$ cat config.mk
export PLATFORM = sky130hd
export DESIGN_NAME = uart_tx_sequencer
export DESIGN_NICKNAME = d
export VERILOG_FILES = /design/src/rtl/uart_pkg.sv /design/src/rtl/uart_byte_sel.sv /design/src/rtl/uart_tx_sequencer.sv
export SDC_FILE = /design/constraint.sdc
export NUM_CORES = 1
export LEC_CHECK = 0
export CAP_MARGIN = 25
export CORE_ASPECT_RATIO = 1.25
export CORE_MARGIN = 2
export CORE_UTILIZATION = 67
export CTS_CLUSTER_DIAMETER = 60
export DETAILED_ROUTE_END_ITERATION = 10
export DONT_BUFFER_PORTS = 1
export PLACE_DENSITY = 0.85
export SETUP_SLACK_MARGIN = 0.4
export SLEW_MARGIN = 15
export SYNTH_ARGS = -nofsm -noshare
export SYNTH_HDL_FRONTEND = slang
export SYNTH_SLANG_ARGS = --single-unit
$ cat constraint.sdc
create_clock -name clk -period 2.7 [get_ports clk]
set_input_delay 0.54 -clock clk [delete_from_list [all_inputs] [get_ports clk]]
set_output_delay 0.54 -clock clk [all_outputs]
set_load 0.005 [all_outputs]
$ cat src/rtl/uart_pkg.sv
// Shared definitions for the UART transmit path: the sequencer state encoding,
// the byte width, and the helper that sizes the busy-wait timer.
package uart_pkg;

  localparam int BYTE_W = 8;

  typedef enum logic [2:0] {
    ST_IDLE  = 3'd0,
    ST_LOAD  = 3'd1,
    ST_ISSUE = 3'd2,
    ST_ACK   = 3'd3,
    ST_DRAIN = 3'd4,
    ST_NEXT  = 3'd5
  } state_e;

  // Bits needed to count 0..timeout inclusive; never narrower than one bit.
  function automatic int timer_width(input int timeout);
    return (timeout < 1) ? 1 : $clog2(timeout + 1);
  endfunction

endpackage

$ cat src/rtl/uart_byte_sel.sv
// Picks byte number idx_i out of a word, counting from the top or bottom end.
// Purely combinational so the RX side can reuse it for reassembly.
module uart_byte_sel
  import uart_pkg::*;
#(
  parameter int DATA_WIDTH = 32,
  parameter int IDX_W      = 2,
  parameter bit MSB_FIRST  = 1'b1
) (
  input  logic [DATA_WIDTH-1:0] word_i,
  input  logic [IDX_W-1:0]      idx_i,
  output logic [BYTE_W-1:0]     byte_o
);

  localparam int NUM_BYTES = DATA_WIDTH / BYTE_W;

  // NOTE: the default before the loop keeps this block free of inferred latches.
  always_comb begin
    byte_o = '0;
    for (int k = 0; k < NUM_BYTES; k++) begin
      if (idx_i == IDX_W'(k)) begin
        byte_o = MSB_FIRST ? word_i[DATA_WIDTH-1-BYTE_W*k -: BYTE_W]
                           : word_i[BYTE_W*k +: BYTE_W];
      end
    end
  end

endmodule

$ cat src/rtl/uart_tx_sequencer.sv
// Pops 32-bit words from a show-ahead FIFO and feeds them byte by byte to the
// UART transmitter through the tx_ena/tx_busy handshake.
module uart_tx_sequencer
  import uart_pkg::*;
#(
  parameter int DATA_WIDTH     = 32,
  parameter int BYTES_PER_WORD = 4,
  parameter bit MSB_FIRST      = 1'b1,
  parameter int BUSY_TIMEOUT   = 15
) (
  input  logic                  clk,
  input  logic                  reset_n,
  input  logic                  enable,
  input  logic                  fifo_empty,
  input  logic [DATA_WIDTH-1:0] fifo_data,
  output logic                  fifo_rd_en,
  input  logic                  tx_busy,
  output logic                  tx_ena,
  output logic [BYTE_W-1:0]     tx_data,
  output logic                  busy,
  output logic [15:0]           words_sent,
  output logic                  err,
  input  logic                  err_clr
);

  localparam int IDX_W   = 2;
  localparam int TIMER_W = timer_width(BUSY_TIMEOUT);
  localparam logic [IDX_W-1:0]   LAST_IDX  = IDX_W'(BYTES_PER_WORD - 1);
  localparam logic [TIMER_W-1:0] TIMER_MAX = TIMER_W'(BUSY_TIMEOUT);

  state_e                  state_q;
  logic [DATA_WIDTH-1:0]   word_q;
  logic [IDX_W-1:0]        idx_q;
  logic [TIMER_W-1:0]      timer_q;
  logic [15:0]             words_sent_q;
  logic                    err_q;
  logic                    fifo_rd_en_q;
  logic                    busy_q;

  // NOTE: all state here uses non-blocking assignments so every register
  // samples pre-edge values; word_q is a single register, so it is reset too.
  always_ff @(posedge clk or negedge reset_n) begin
    if (!reset_n) begin
      state_q      <= ST_IDLE;
      word_q       <= '0;
      idx_q        <= '0;
      timer_q      <= '0;
      words_sent_q <= '0;
      err_q        <= 1'b0;
      fifo_rd_en_q <= 1'b0;
      busy_q       <= 1'b0;
    end else begin
      // A timeout later in this block overrides the clear.
      if (err_clr) err_q <= 1'b0;

      case (state_q)
        ST_IDLE: begin
          if (enable && !fifo_empty && !tx_busy) begin
            state_q      <= ST_LOAD;
            fifo_rd_en_q <= 1'b1;
            busy_q       <= 1'b1;
          end
        end
        ST_LOAD: begin
          word_q       <= fifo_data;
          idx_q        <= '0;
          fifo_rd_en_q <= 1'b0;
          state_q      <= ST_ISSUE;
        end
        ST_ISSUE: begin
          if (!tx_busy) begin
            timer_q <= '0;
            state_q <= ST_ACK;
          end
        end
        ST_ACK: begin
          if (tx_busy) begin
            state_q <= ST_DRAIN;
          end else if (timer_q == TIMER_MAX) begin
            err_q   <= 1'b1;
            state_q <= ST_NEXT;
          end else begin
            timer_q <= timer_q + 1'b1;
          end
        end
        ST_DRAIN: begin
          if (!tx_busy) state_q <= ST_NEXT;
        end
        ST_NEXT: begin
          if (idx_q == LAST_IDX) begin
            words_sent_q <= words_sent_q + 16'd1;
            busy_q       <= 1'b0;
            state_q      <= ST_IDLE;
          end else begin
            idx_q   <= idx_q + 1'b1;
            state_q <= ST_ISSUE;
          end
        end
        default: begin
          state_q      <= ST_IDLE;
          fifo_rd_en_q <= 1'b0;
          busy_q       <= 1'b0;
        end
      endcase
    end
  end

  uart_byte_sel #(
    .DATA_WIDTH (DATA_WIDTH),
    .IDX_W      (IDX_W),
    .MSB_FIRST  (MSB_FIRST)
  ) u_byte_sel (
    .word_i (word_q),
    .idx_i  (idx_q),
    .byte_o (tx_data)
  );

  // The strobe is decoded from the ISSUE state so the first byte starts two
  // cycles after the word is seen, without waiting an extra cycle.
  assign tx_ena     = (state_q == ST_ISSUE) && !tx_busy;
  assign fifo_rd_en = fifo_rd_en_q;
  assign busy       = busy_q;
  assign words_sent = words_sent_q;
  assign err        = err_q;

endmodule

## After elaboration in Yosys (flattened, before gate mapping)

Index checks and enable logic that the tools add are counted.

| word-level totals | value |
|---|---|
| bits in registers | 60 |
| word-level logic and storage cells | 72 |
| output and inout port bits | 28 |

| operators by class | value |
|---|---|
| equality and inequality tests | 17 |
| $add $sub $neg | 3 |
| muxes and demuxes | 25 |
| bitwise gates (word level) | 2 |
| reduce and logical (&&, ||, !) cells | 17 |

Operators with widths:

| operator | number |
|---|---|
| $mux W8 | 4 |
| $pmux W3 S6 | 1 |
| $add A16 B1 Y16 const B | 1 |
| $mux W3 | 5 |
| $ne A2 B2 Y1 const B | 7 |
| $mux W4 | 3 |
| $pmux W4 S2 | 1 |
| $reduce_and A4 Y1 | 2 |
| $reduce_or A4 Y1 | 2 |
| $eq A3 B2 Y1 const B | 2 |
| $eq A3 B3 Y1 const B | 2 |
| $mux W1 | 6 |
| $reduce_and A2 Y1 | 3 |
| $add A4 B1 Y4 const B | 1 |
| $eq A2 B2 Y1 const B | 2 |
| $eq A4 B4 Y1 const B | 1 |
| $mux W2 | 2 |
| $pmux W2 S2 | 1 |
| $reduce_bool A2 Y1 | 2 |
| $eq A3 B1 Y1 const B | 1 |
| $logic_and A1 B1 Y1 | 3 |
| $logic_not A3 Y1 | 1 |
| $ne A3 B3 Y1 const B | 1 |
| $pmux W1 S3 | 1 |
| other kinds (7) | 9 |

## Logic depth before layout (Yosys ltp)

| depth | value |
|---|---|
| word-level depth | 5 |
| gate-level depth with buffers | 7 |

## By module

From an unflattened synthesis, not the netlist that was laid out.

| second synthesis, totals | value |
|---|---|
| cell total of the unflattened synthesis | 202 |
| area, all modules | 2747.6 sq um |

Modules (own cells, without submodules):

| module | area each (sq um) | cells each | times used |
|---|---|---|---|
| uart_tx_sequencer | 2551.2 | 192 | 1 |
| uart_byte_sel | 196.4 | 10 | 1 |

## Worst setup path after synthesis

OpenSTA, ideal clock, no wires.

| timing | value |
|---|---|
| path kind | register -> output |
| from | reg idx_q[1] |
| to | out tx_data[0] |
| slack | 0.659 ns |
| stages on the path, launching flop included | 7 |
| arrival | 1.501 ns |
| path buffers | 1 |
| path through | dfrtp_1 > inv_1 > ha_1 > clkbuf_1 > nor2b_1 > a221oi_1 > o31ai_1 |

| between the ends | value |
|---|---|
| word-level cells in the longest chain between the ends | 5 |
| elaborated cells on any way between the ends | 8 |
| those cells by class | eq/ne: 3; mux: 4; reduce/logical: 1 |

Ends and longest elaborated chain:

| element | line | RTL |
|---|---|---|
| start: declaration | uart_tx_sequencer.sv:33 | `logic [IDX_W-1:0] idx_q;` |
| start signal: assignment | uart_tx_sequencer.sv:95 | `idx_q <= idx_q + 1'b1;` |
| $logic_not A2 Y1 | uart_byte_sel.sv:21 | `if (idx_i == IDX_W'(k)) begin` |
| $mux W8 (3 in a row) | uart_byte_sel.sv:21 |  |
| $mux W8 (*) | uart_byte_sel.sv:21 |  |
| end: declaration | uart_tx_sequencer.sv:19 | `output logic [BYTE_W-1:0] tx_data,` |

Every way passes the cells marked *; elsewhere a longest branch is shown, timed or not.

## Worst setup path after layout

| timing | value |
|---|---|
| from | reg idx_q[1] |
| to | out tx_data[4] |

Same word-level chain as after synthesis.

==> results.md <==
- FF-to-FF End: words_sent[15]$_DFFE_PN0P_
- Setup TNS: 0 ns
- Largest net degree at the start of global routing: between 60 and 70
- R2r setup slk: a little under 0.7 ns
- WL per Instance: about 18 microns
- Congestion Overflow GR: 0
- Gr usage total: 0.249
- HPWL after DPL: approximately 3.6 mm
- Placer Congestion: around 0.76
- Sw frac: 0.308
- Via count: roughly 1.9k
- Nets: between 200 and 300
- Die W: between 60 and 70 microns
- Wirelength, routed: around 5.5 mm
- Sink Count: 60
- Seq/Total Area, Yosys: 0.533
- Remaining antenna violation count: 0
- Clock share of power: 0.271
- Initial Util: 0.693
- Share of layout cells above drive strength 1: 0.293
- Crit Path Max Fanout: 7
- Psw: approximately 0.0011 W
- Max_cap viols: 0
- P_int: about 0.0024 W
- Syn Std Cell Area: 0.00282 sq mm
- DIE AREA: approximately 0.0047 sq mm
- TritonCTS clock tree: built
- Max IR drop VDD: roughly 0.00067 V
- Worst clock skew: between 0.005 and 0.006 ns
- Die height: 76.5 microns
- Mapped Cells: 242
- Vias in the first global route: 1837
- Area Growth Syn to Fin: 13.3%
- RSZ-0062 raised after global routing: true
- Clk_lat worst skew: between 0.3 and 0.4 ns
- Crit path kind: register to output port
- Post-route DRC: 0
- Synth Area per Inst: between 10 and 15 sq um
- Area leader, netlist: dfrtp_1
- Worst-path clk slew: roughly 0.07 ns
- Crit end category: output port
- Syn_nets: between 200 and 300
- CP Data Arrival Time: around 1.8 ns
- Number of port buffers: 0
- Actual slew at the worst max-slew pin: 0.397 ns
- Via density: between 6 and 7
- Gate power share: 0.302
- CTS max path bufs: 2
- First-pass GRT wire length: 8.56 mm
- Number of buffers created by CTS: 9
- Worst r2r src: idx_q[0]$_DFFE_PN0P_
- Seq pwr share: 0.428
- FF+latch count, synth: 60
- Total power draw: around 0.0034 W
- FF-to-FF path depth: 6
- Root Buffer: clkbuf_8
- Status: finished, final reports clean
- Critical Path RT: between 2 and 2.5 ns
- Worst hold path type: input port to asynchronous set/reset pin
- Number of setup violations in the final report: 0
- Largest cells by area after synthesis: dfrtp_1 53%, mux2_2 14%, ha_1 2.7%
- Final hold violations: 0
- CTS H-Tree Depth: 3
- Fillers: about 250
- # rows: 26
- Final worst path period need: 2.32 ns
- Slew Viols, Final: 0
- Core area: roughly 0.004 sq mm
- Fmax achieved: about 430 MHz
- Synth top area share: 0.533
- Launch point of the worst path: idx_q[1]$_DFFE_PN0P_
- Period utilization: 0.861
- Leak: 1.39 nW
- Antenna violations before repair: 0
- Critical Path Start Type: register
- DRT iter0 DRCs: 120
- Number of diodes: 0
- IO Pins: 66
- Detailed Routing Iterations Pass 1: 4
- Power Dens Cells: approximately 1100 mW/mm^2
- Post-synthesis cell type count: 37
- Ys Warns: 0
- Max-slew headroom: 0.736
[Yosys cell counts]
| library cell | n |
|---|---|
| dfrtp_1 | 60 |
| mux2_2 | 34 |
| nand2_1 | 18 |
| nor2_1 | 13 |
| o21ai_0 | 13 |
| nor2b_1 | 9 |
| xnor2_1 | 8 |
| a221oi_1 | 7 |
| clkbuf_1 | 7 |
| nand3_1 | 7 |
| o31ai_1 | 7 |
| xor2_1 | 7 |
| ha_1 | 6 |
| a21oi_1 | 5 |
| inv_1 | 5 |
| a22o_1 | 4 |
| buf_2 | 4 |
| nand2b_1 | 3 |
| and3_1 | 2 |
| and4_1 | 2 |
| buf_4 | 2 |
| nand3b_1 | 2 |
| nand4_1 | 2 |
| nor3_1 | 2 |
| a21boi_1 | 1 |
| a21o_1 | 1 |
| and2_1 | 1 |
| and3b_1 | 1 |
| and4b_1 | 1 |
| mux2i_1 | 1 |
| nand4_2 | 1 |
| o211ai_1 | 1 |
| or2b_1 | 1 |
| or3_1 | 1 |
| or3b_1 | 1 |
| or4b_1 | 1 |
| or4b_2 | 1 |
[per-layer routing]
metal	global-route usage	vias up	wire length (microns)
li1	-	866	-
met1	0.282	919	2080
met2	0.403	55	2920
met3	0.0883	13	319
met4	0.113	0	153
met5	0	-	0
[critical path: stages, from the launching register on]
cell,delay [ns]
dfrtp_2,0.44
inv_2,0.09
ha_2,0.18
nor2b_4,0.26
a221oi_1,0.14
o31ai_1,0.35
[repair_timing]
action                                  in CTS  in global routing
resized for setup                            3                 17
pin swaps                                    3                  4
endpoints found under the setup margin       7                  8
endpoints found under the hold margin       60                  0
hold buffers                                 1                  0
setup buffers                                0                  1
[placed cells by master (no fill, tap or decap), types with 2 or more instances in the layout]
cell type   n
a21oi_1     5
a221oi_1    4
a221oi_2    3
a22o_1      4
and3_1      2
and4_1      2
buf_4       3
bufinv_16   2
clkbuf_8   12
clkinv_2    2
dfrtp_1    58
dfrtp_2     2
ha_1        2
ha_2        3
inv_1       3
inv_2       2
mux2_2     34
nand2_1    18
nand2b_1    3
nand3_1     7
nand3b_1    2
nand4_1     2
nor2_1     12
nor2b_1     8
nor3_1      2
o21ai_0    12
o31ai_1     3
o31ai_2     3
xnor2_1     8
xor2_1      7
[metrics by stage]
stage / cells / worst slack [ns] / area [sq um] / util / hold slack (ns)
finish: 305 / 0.376 / 3190 / 0.785 / 0.0662
global placement: 287 / 0.455 / 2840 / 0.699 / 0.246
detailed placement: 287 / 0.380 / 2840 / 0.699 / 0.246
CTS: 304 / 0.406 / 3120 / 0.766 / 0.0731
global route: 305 / 0.266 / 3190 / 0.785 / 0.0786
floorplan: 242 / 0.659 / 2820 / - / 0.244
[area by class of cell]
| class | instances | area [sq um] | share of cell area |
|---|---|---|---|
| Sequential cell | 60 | 1500 | 0.471 |
| Multi-Input combinational cell | 164 | 1310 | 0.411 |
| Inverter | 5 | 18.8 | 0.00588 |
| Clock buffer | 12 | 165 | 0.0518 |
| Timing Repair Buffer | 4 | 50.0 | 0.0157 |
| Clock inverter | 4 | 70.1 | 0.0220 |
| Tap cell | 56 | 70.1 | 0.0220 |
[state kept, by name (all words and copies together), names as in the netlist]
register	count
word_q	32
timer_q	4
state_q	3
err	1
fifo_rd_en	1
busy	1
words_sent	16
idx_q	2
[power by group through the flow]
stage	sequential [W]	clock (W)	combinational, W
final	0.00146	0.000926	0.00103
after global routing	0.00151	0.000976	0.00114
after CTS	0.00145	0.000936	0.000915
after detailed placement	0.00146	0	0.000874
after global placement	0.00146	0	0.000836
after floorplan	0.00134	0	0.000795
[worst max path at each step]
stage | endpoint | slack [ns] | cells after the start
after global placement | tx_data[0] | 0.46 | 5
after global routing | tx_data[4] | 0.27 | 5
final | tx_data[4] | 0.38 | 5
after floorplan | tx_data[0] | 0.66 | 6
after detailed placement | tx_data[0] | 0.38 | 5
after CTS | tx_data[7] | 0.41 | 4
[kinds of logic (layout without fill, tap and decap cells)]
logic type | count (synthesis) | count (layout) | share of synthesized area
fa+ha+maj | 6 | 6 | 0.0267
buf+inv | 18 | 25 | 0.0284
xor+xnor | 15 | 15 | 0.0466
simple gates | 69 | 69 | 0.133
compound gates | 39 | 39 | 0.0928
flops | 60 | 60 | 0.533
mux | 35 | 35 | 0.139
(Power assumes the default switching activity.)
